==> config.mk <==
export PLATFORM = sky130hd
export DESIGN_NAME = qed_mode_ctrl
export DESIGN_NICKNAME = d
export VERILOG_FILES = /design/src/rtl/qed_mode_ctrl.sv
export SDC_FILE = /design/constraint.sdc
export NUM_CORES = 1
export LEC_CHECK = 0
export ABC_AREA = 1
export CAP_MARGIN = 20
export CORE_ASPECT_RATIO = 1.4
export CORE_MARGIN = 1
export CORE_UTILIZATION = 55
export CTS_BUF_LIST = sky130_fd_sc_hd__clkbuf_8 sky130_fd_sc_hd__clkbuf_16
export CTS_CLUSTER_DIAMETER = 100
export DETAILED_ROUTE_END_ITERATION = 8
export PLACE_DENSITY_LB_ADDON = 0.1
export SYNTH_ARGS = -nofsm -noshare
export SYNTH_HDL_FRONTEND = slang
export SYNTH_SLANG_ARGS = --single-unit
==> constraint.sdc <==
create_clock -name clk -period 2.1 [get_ports clk]
set_input_delay 0.21 -clock clk [delete_from_list [all_inputs] [get_ports clk]]
set_output_delay 0.21 -clock clk [all_outputs]
set_load 0.01 [all_outputs]
==> src/rtl/qed_mode_ctrl.sv <==
// qed_mode_ctrl: QED round sequencer.
// Steps the core through ORIGINAL -> WAIT1 -> DUP -> WAIT2 -> CHECK -> ORIGINAL.
// Original segments end on a branch or after MAX_SEG instructions. Each drain
// (wait) mode has a watchdog. The duplicate instruction count is checked against
// the original count. Any error parks the block in HALT until reset.
//
// Ports:
//   clk            in   clock, rising edge
//   rst_n          in   asynchronous active-low reset
//   qed_en         in   enable QED rounds (sampled only in ORIGINAL)
//   insn_valid     in   one instruction issued this cycle
//   is_branch      in   issued instruction is a branch (qualified by insn_valid)
//   pipeline_empty in   pipeline fully drained (used only in WAIT1/WAIT2)
//   mode           out  ORIGINAL=0 WAIT1=1 DUP=2 WAIT2=3 CHECK=4 HALT=5
//   mode_change    out  first cycle of a new mode
//   seg_len        out  instructions in the current/last original segment
//   err_timeout    out  sticky drain watchdog error
//   err_count      out  sticky duplicate-count mismatch error
//   checks_done    out  saturating count of passed checks
module qed_mode_ctrl #(
   parameter int unsigned MAX_SEG       = 64,
   parameter int unsigned DRAIN_TIMEOUT = 255,
   parameter int unsigned CNT_W         = 16
) (
   input  logic                             clk,
   input  logic                             rst_n,
   input  logic                             qed_en,
   input  logic                             insn_valid,
   input  logic                             is_branch,
   input  logic                             pipeline_empty,
   output logic [2:0]                       mode,
   output logic                             mode_change,
   output logic [$clog2(MAX_SEG+1)-1:0]     seg_len,
   output logic                             err_timeout,
   output logic                             err_count,
   output logic [CNT_W-1:0]                 checks_done
);

   localparam int unsigned SEG_W = $clog2(MAX_SEG + 1);
   localparam int unsigned TMR_W = $clog2(DRAIN_TIMEOUT + 1);

   typedef enum logic [2:0] {
      StOrig  = 3'd0,
      StWait1 = 3'd1,
      StDup   = 3'd2,
      StWait2 = 3'd3,
      StCheck = 3'd4,
      StHalt  = 3'd5
   } state_e;

   state_e               state_q, state_d;
   logic                 mode_change_q, mode_change_d;
   logic [SEG_W-1:0]     seg_q, seg_d;
   logic [SEG_W-1:0]     dup_q, dup_d;
   logic [TMR_W-1:0]     timer_q, timer_d;
   logic                 err_timeout_q, err_timeout_d;
   logic                 err_count_q, err_count_d;
   logic [CNT_W-1:0]     checks_q, checks_d;

   logic [SEG_W-1:0]     seg_inc, dup_inc;
   logic                 timer_last;
   logic                 in_wait;

   assign seg_inc    = seg_q + SEG_W'(1);
   assign dup_inc    = dup_q + SEG_W'(1);
   assign timer_last = (timer_q == TMR_W'(DRAIN_TIMEOUT - 1));
   assign in_wait    = (state_q == StWait1) || (state_q == StWait2);

   always_comb begin
      state_d       = state_q;
      seg_d         = seg_q;
      dup_d         = dup_q;
      err_timeout_d = err_timeout_q;
      err_count_d   = err_count_q;
      checks_d      = checks_q;

      unique case (state_q)
         StOrig: begin
            if (!qed_en) begin
               seg_d = '0;
            end else if (insn_valid) begin
               seg_d = seg_inc;
               if (is_branch || (seg_inc == SEG_W'(MAX_SEG))) begin
                  state_d = StWait1;
               end
            end
         end
         StWait1, StWait2: begin
            // A drained pipeline beats the watchdog on the same cycle.
            if (pipeline_empty) begin
               state_d = (state_q == StWait1) ? StDup : StCheck;
            end else if (timer_last) begin
               state_d       = StHalt;
               err_timeout_d = 1'b1;
            end
         end
         StDup: begin
            if (insn_valid) begin
               dup_d = dup_inc;
               if (is_branch || (dup_inc == seg_q)) begin
                  state_d = StWait2;
               end
            end
         end
         StCheck: begin
            if (dup_q == seg_q) begin
               if (checks_q != '1) begin
                  checks_d = checks_q + CNT_W'(1);
               end
               state_d = StOrig;
            end else begin
               err_count_d = 1'b1;
               state_d     = StHalt;
            end
            seg_d = '0;
            dup_d = '0;
         end
         StHalt: begin
         end
         default: begin
            state_d = StHalt;
         end
      endcase

      mode_change_d = (state_d != state_q);

      // Timer counts consecutive cycles inside one wait mode only.
      if (state_d != state_q) begin
         timer_d = '0;
      end else if (in_wait) begin
         timer_d = timer_q + TMR_W'(1);
      end else begin
         timer_d = '0;
      end
   end

   always_ff @(posedge clk or negedge rst_n) begin
      if (!rst_n) begin
         state_q       <= StOrig;
         mode_change_q <= 1'b0;
         seg_q         <= '0;
         dup_q         <= '0;
         timer_q       <= '0;
         err_timeout_q <= 1'b0;
         err_count_q   <= 1'b0;
         checks_q      <= '0;
      end else begin
         state_q       <= state_d;
         mode_change_q <= mode_change_d;
         seg_q         <= seg_d;
         dup_q         <= dup_d;
         timer_q       <= timer_d;
         err_timeout_q <= err_timeout_d;
         err_count_q   <= err_count_d;
         checks_q      <= checks_d;
      end
   end

   assign mode        = state_q;
   assign mode_change = mode_change_q;
   assign seg_len     = seg_q;
   assign err_timeout = err_timeout_q;
   assign err_count   = err_count_q;
   assign checks_done = checks_q;

endmodule

==> metrics.csv <==
stage;metric;value;unit
status;outcome;finished, final reports clean;
setup_path;slowest_delay;0.46;ns
timing;relSlewSlack;0.641;
routing;vias;2256;
setup_path;critPathLaunchType;flop;
pwr;power_frac_seq;0.539;
timing;rsz0062_at_grt;no;
setup_path;criticalPathCategory;reg2reg;
place;dp_hpwl;4.42;mm
place;port_buffers;34;
floorplan;rows;29;
synth;syn-cell-area;2560;um^2
final_layout;antenna_cells;0;
synth;synth-edff-count;0;
hold_path;hold_class;in2async;
pwr;vdd_ir_drop_max;396;uV
timing;tightest_slew;0.539;ns
pwr;switching_share;0.205;
setup_path;cpMaxStageDelayCell;dfrtp_1;
setup_path;cp_max_fo;9;
routing;wire_per_inst;13.5;um
floorplan;fp.dieArea;4940;um^2
run;drv_cap;0;
pwr;switchingPower;0.322;mW
floorplan;die_h;82.8;um
routing;ant_nets;0;
grt;antenna_found_initial;0;
floorplan;initial_core_util;0.570;
timing;fin_ws;0.199;ns
final_layout;synthToLayoutAreaGrowth;23.9;%
timing;finalSetupTns;0;ns
timing;period_minus_slack;1.90;ns
place;pre_cts_ws;0.0664;ns
pwr;leakage;1.48;nW
synth;syn_inst;318;
setup_path;reg2reg_slack;0.20;ns
routing;vias_per_cell;5.25;
clock_network;cts_root_buf;clkbuf_8;
floorplan;coreArea;4500;um^2
grt;grt_pass1_vias;2233;
timing;fin_skew;0.0142;ns
grt;grt_overflow;0;
setup_path;cp_top_family;simple AND/OR/NAND/NOR gates;
pwr;intPower;1.25;mW
floorplan;ios;35;
synth;ys_ff_latch;44;
place;place_congestion;0.881;
timing;drv_slew;0;
setup_path;r2r_end;timer_q[4];
routing;drtPass1Iterations;4;
synth;synth_warnings;0;
clock_network;clkLatencyLatePin;0.30;ns
timing;setup_viol;0;
clock_network;numCtsBuffers;5;
routing;drc;0;
setup_path;crit_path_end_kind;flop;
setup_path;critPathBufInv;0;
timing;timing.fmax;0.526;GHz
timing;hold_viol;0;
clock_network;cts_buffer_depth;2;
setup_path;critPathRequiredTime;2.29;ns
routing;wirelength;5.81;mm
clock_network;cts_sinks;44;
grt;grt_pass1_wl;9.45;mm
synth;async_flop_share;1.00;
clock_network;cts_tree;built;
pwr;power.density;495;nW/um^2
setup_path;path_cells;ha_1 > nand2_1 > nor2_1 > xor2_1 > nand4_1 > nor2_1 > nor2_1 > nand2_2 > nand2_2 > nand2_4 > nor2_1;
clock_network;clk_pin_slew;0.09;ns
final_layout;drive_above_1_share;0.109;
setup_path;cpMostUsedCell;nor2_1;
routing;drt_iter0_drc;63;
synth;ys_seq_area_frac;0.430;
synth;syn_avg_cell_area;8.06;um^2
pwr;p_comb_frac;0.022;
synth;syn_nets;329;
timing;min_period_over_period;0.905;
synth;synth_cell_types;32;
setup_path;cp_data_arrival_time;2.09;ns
setup_path;reg2reg_from;seg_len[1];
synth;synth_ff_type;dfrtp_1;
clock_network;htree_levels;2;
floorplan;die-width;59.7;um
pwr;pwr-share-clk;0.439;
grt;grt_start_max_net_pins;24;
grt;track_usage;0.257;
setup_path;r2r_cells;11;
final_layout;nNetsFinal;378;
state kept, by name, indices dropped and copies added, names as in the netlist:
| register | flops |
|---|---|
| err_count | 1 |
| checks_done | 16 |
| timer_q | 8 |
| err_timeout | 1 |
| dup_q | 7 |
| seg_len | 7 |
| mode | 3 |
| mode_change | 1 |
cell families after synthesis:
kind of cell	after synthesis	synth area share
AOI/OAI and AO/OA	32	0.0791
DFF	44	0.430
and+or+nand+nor	162	0.303
buffers and inverters	49	0.0747
xor gates and xnor gates	25	0.0854
muxes	1	0.00391
adders and majority gates	5	0.0244
repair_timing:
item | 4_1_cts | 5_1_grt
setup buffers | 0 | 0
hold endpoints to repair | 21 | 0
setup endpoints to repair | 0 | 6
hold buffers | 1 | 0
gates resized for setup | 0 | 2
cells in the final DEF, fill, tap and decap left out, types with 6 or more instances in the layout:
cell type	n
inv_1	46
nand3_1	29
xnor2_1	8
buf_4	7
o21ai_0	16
nand2_1	60
nand4_1	6
clkbuf_8	6
nor2_1	37
clkdlybuf4s50_1	33
nor3_1	6
dfrtp_1	43
xor2_1	17
metrics by stage:
| stage | util | cells | area (um^2) | hold WS (ns) | power, mW |
|---|---|---|---|---|---|
| 2_1_floorplan | - | 318 | 2560 | -0.0856 | 0.865 |
| 3_3_place_gp | 0.675 | 421 | 3040 | 0.225 | 0.898 |
| 3_5_place_dp | 0.675 | 421 | 3040 | 0.223 | 0.898 |
| 4_1_cts | 0.704 | 430 | 3170 | 0.434 | 1.58 |
| 5_1_grt | 0.706 | 430 | 3170 | 0.474 | 1.61 |
| 6_report | 0.706 | 430 | 3170 | 0.412 | 1.57 |
cells in the mapped netlist (5+ instances only):
cell     count  area, um^2
nor2_2       5        31.3
inv_1       46         173
dfrtp_1     44        1100
xnor2_1      8        70.1
o21ai_0     16        80.1
nand4_1      6        37.5
or2_2        5        31.3
ha_1         5        62.6
nand3_1     29         145
o22ai_1      5        31.3
xor2_1      17         149
nand2_1     60         225
nor2_1      37         139
nor3_1       7        35.0
worst max-delay path by stage:
stage / slack [ns] / end / cells past startpoint / start
2_1_floorplan: 0.44 / timer_q[0] / 11 / seg_len[0]
3_3_place_gp: 0.07 / checks_done[1] / 9 / checks_done[0]
3_5_place_dp: 0.07 / checks_done[7] / 9 / checks_done[0]
4_1_cts: 0.05 / checks_done[9] / 9 / checks_done[0]
5_1_grt: 0.03 / timer_q[0] / 14 / dup_q[1]
6_report: 0.20 / timer_q[4] / 11 / seg_len[1]
routing by layer:
metal | vias to the layer above | track usage | routed length (um)
met4 | 0 | 0.0930 | 136
met2 | 46 | 0.483 | 3110
li1 | 1126 | - | -
met3 | 13 | 0.0436 | 183
met1 | 1071 | 0.282 | 2370
met5 | - | 0 | 0
area by class of cell:
type / instances / area [um^2]
fillers: 386 / 1330
multi-input cells: 225 / 1270
flip-flops and latches: 44 / 1100
repair buffers: 43 / 418
inverters: 48 / 180
clock buffers: 6 / 82.6
well taps: 62 / 77.6
clock inverters: 2 / 38.8
worst register-to-register path, delay by kind of cell (launching register included):
family | cells | cell delay (ns)
adders and majority gates | 1 | 0.21
and+or+nand+nor | 9 | 0.91
DFF | 1 | 0.46
xor gates and xnor gates | 1 | 0.21
power groups by stage:
stage | combinational [mW] | sequential, mW | clock (mW)
finish | 0.0344 | 0.846 | 0.689
global route | 0.0396 | 0.846 | 0.721
CTS | 0.0362 | 0.846 | 0.697
detailed placement | 0.0344 | 0.863 | 0
global placement | 0.0343 | 0.863 | 0
floorplan | 0.00156 | 0.864 | 0
No activity file was read; power rests on OpenSTA's default activity.
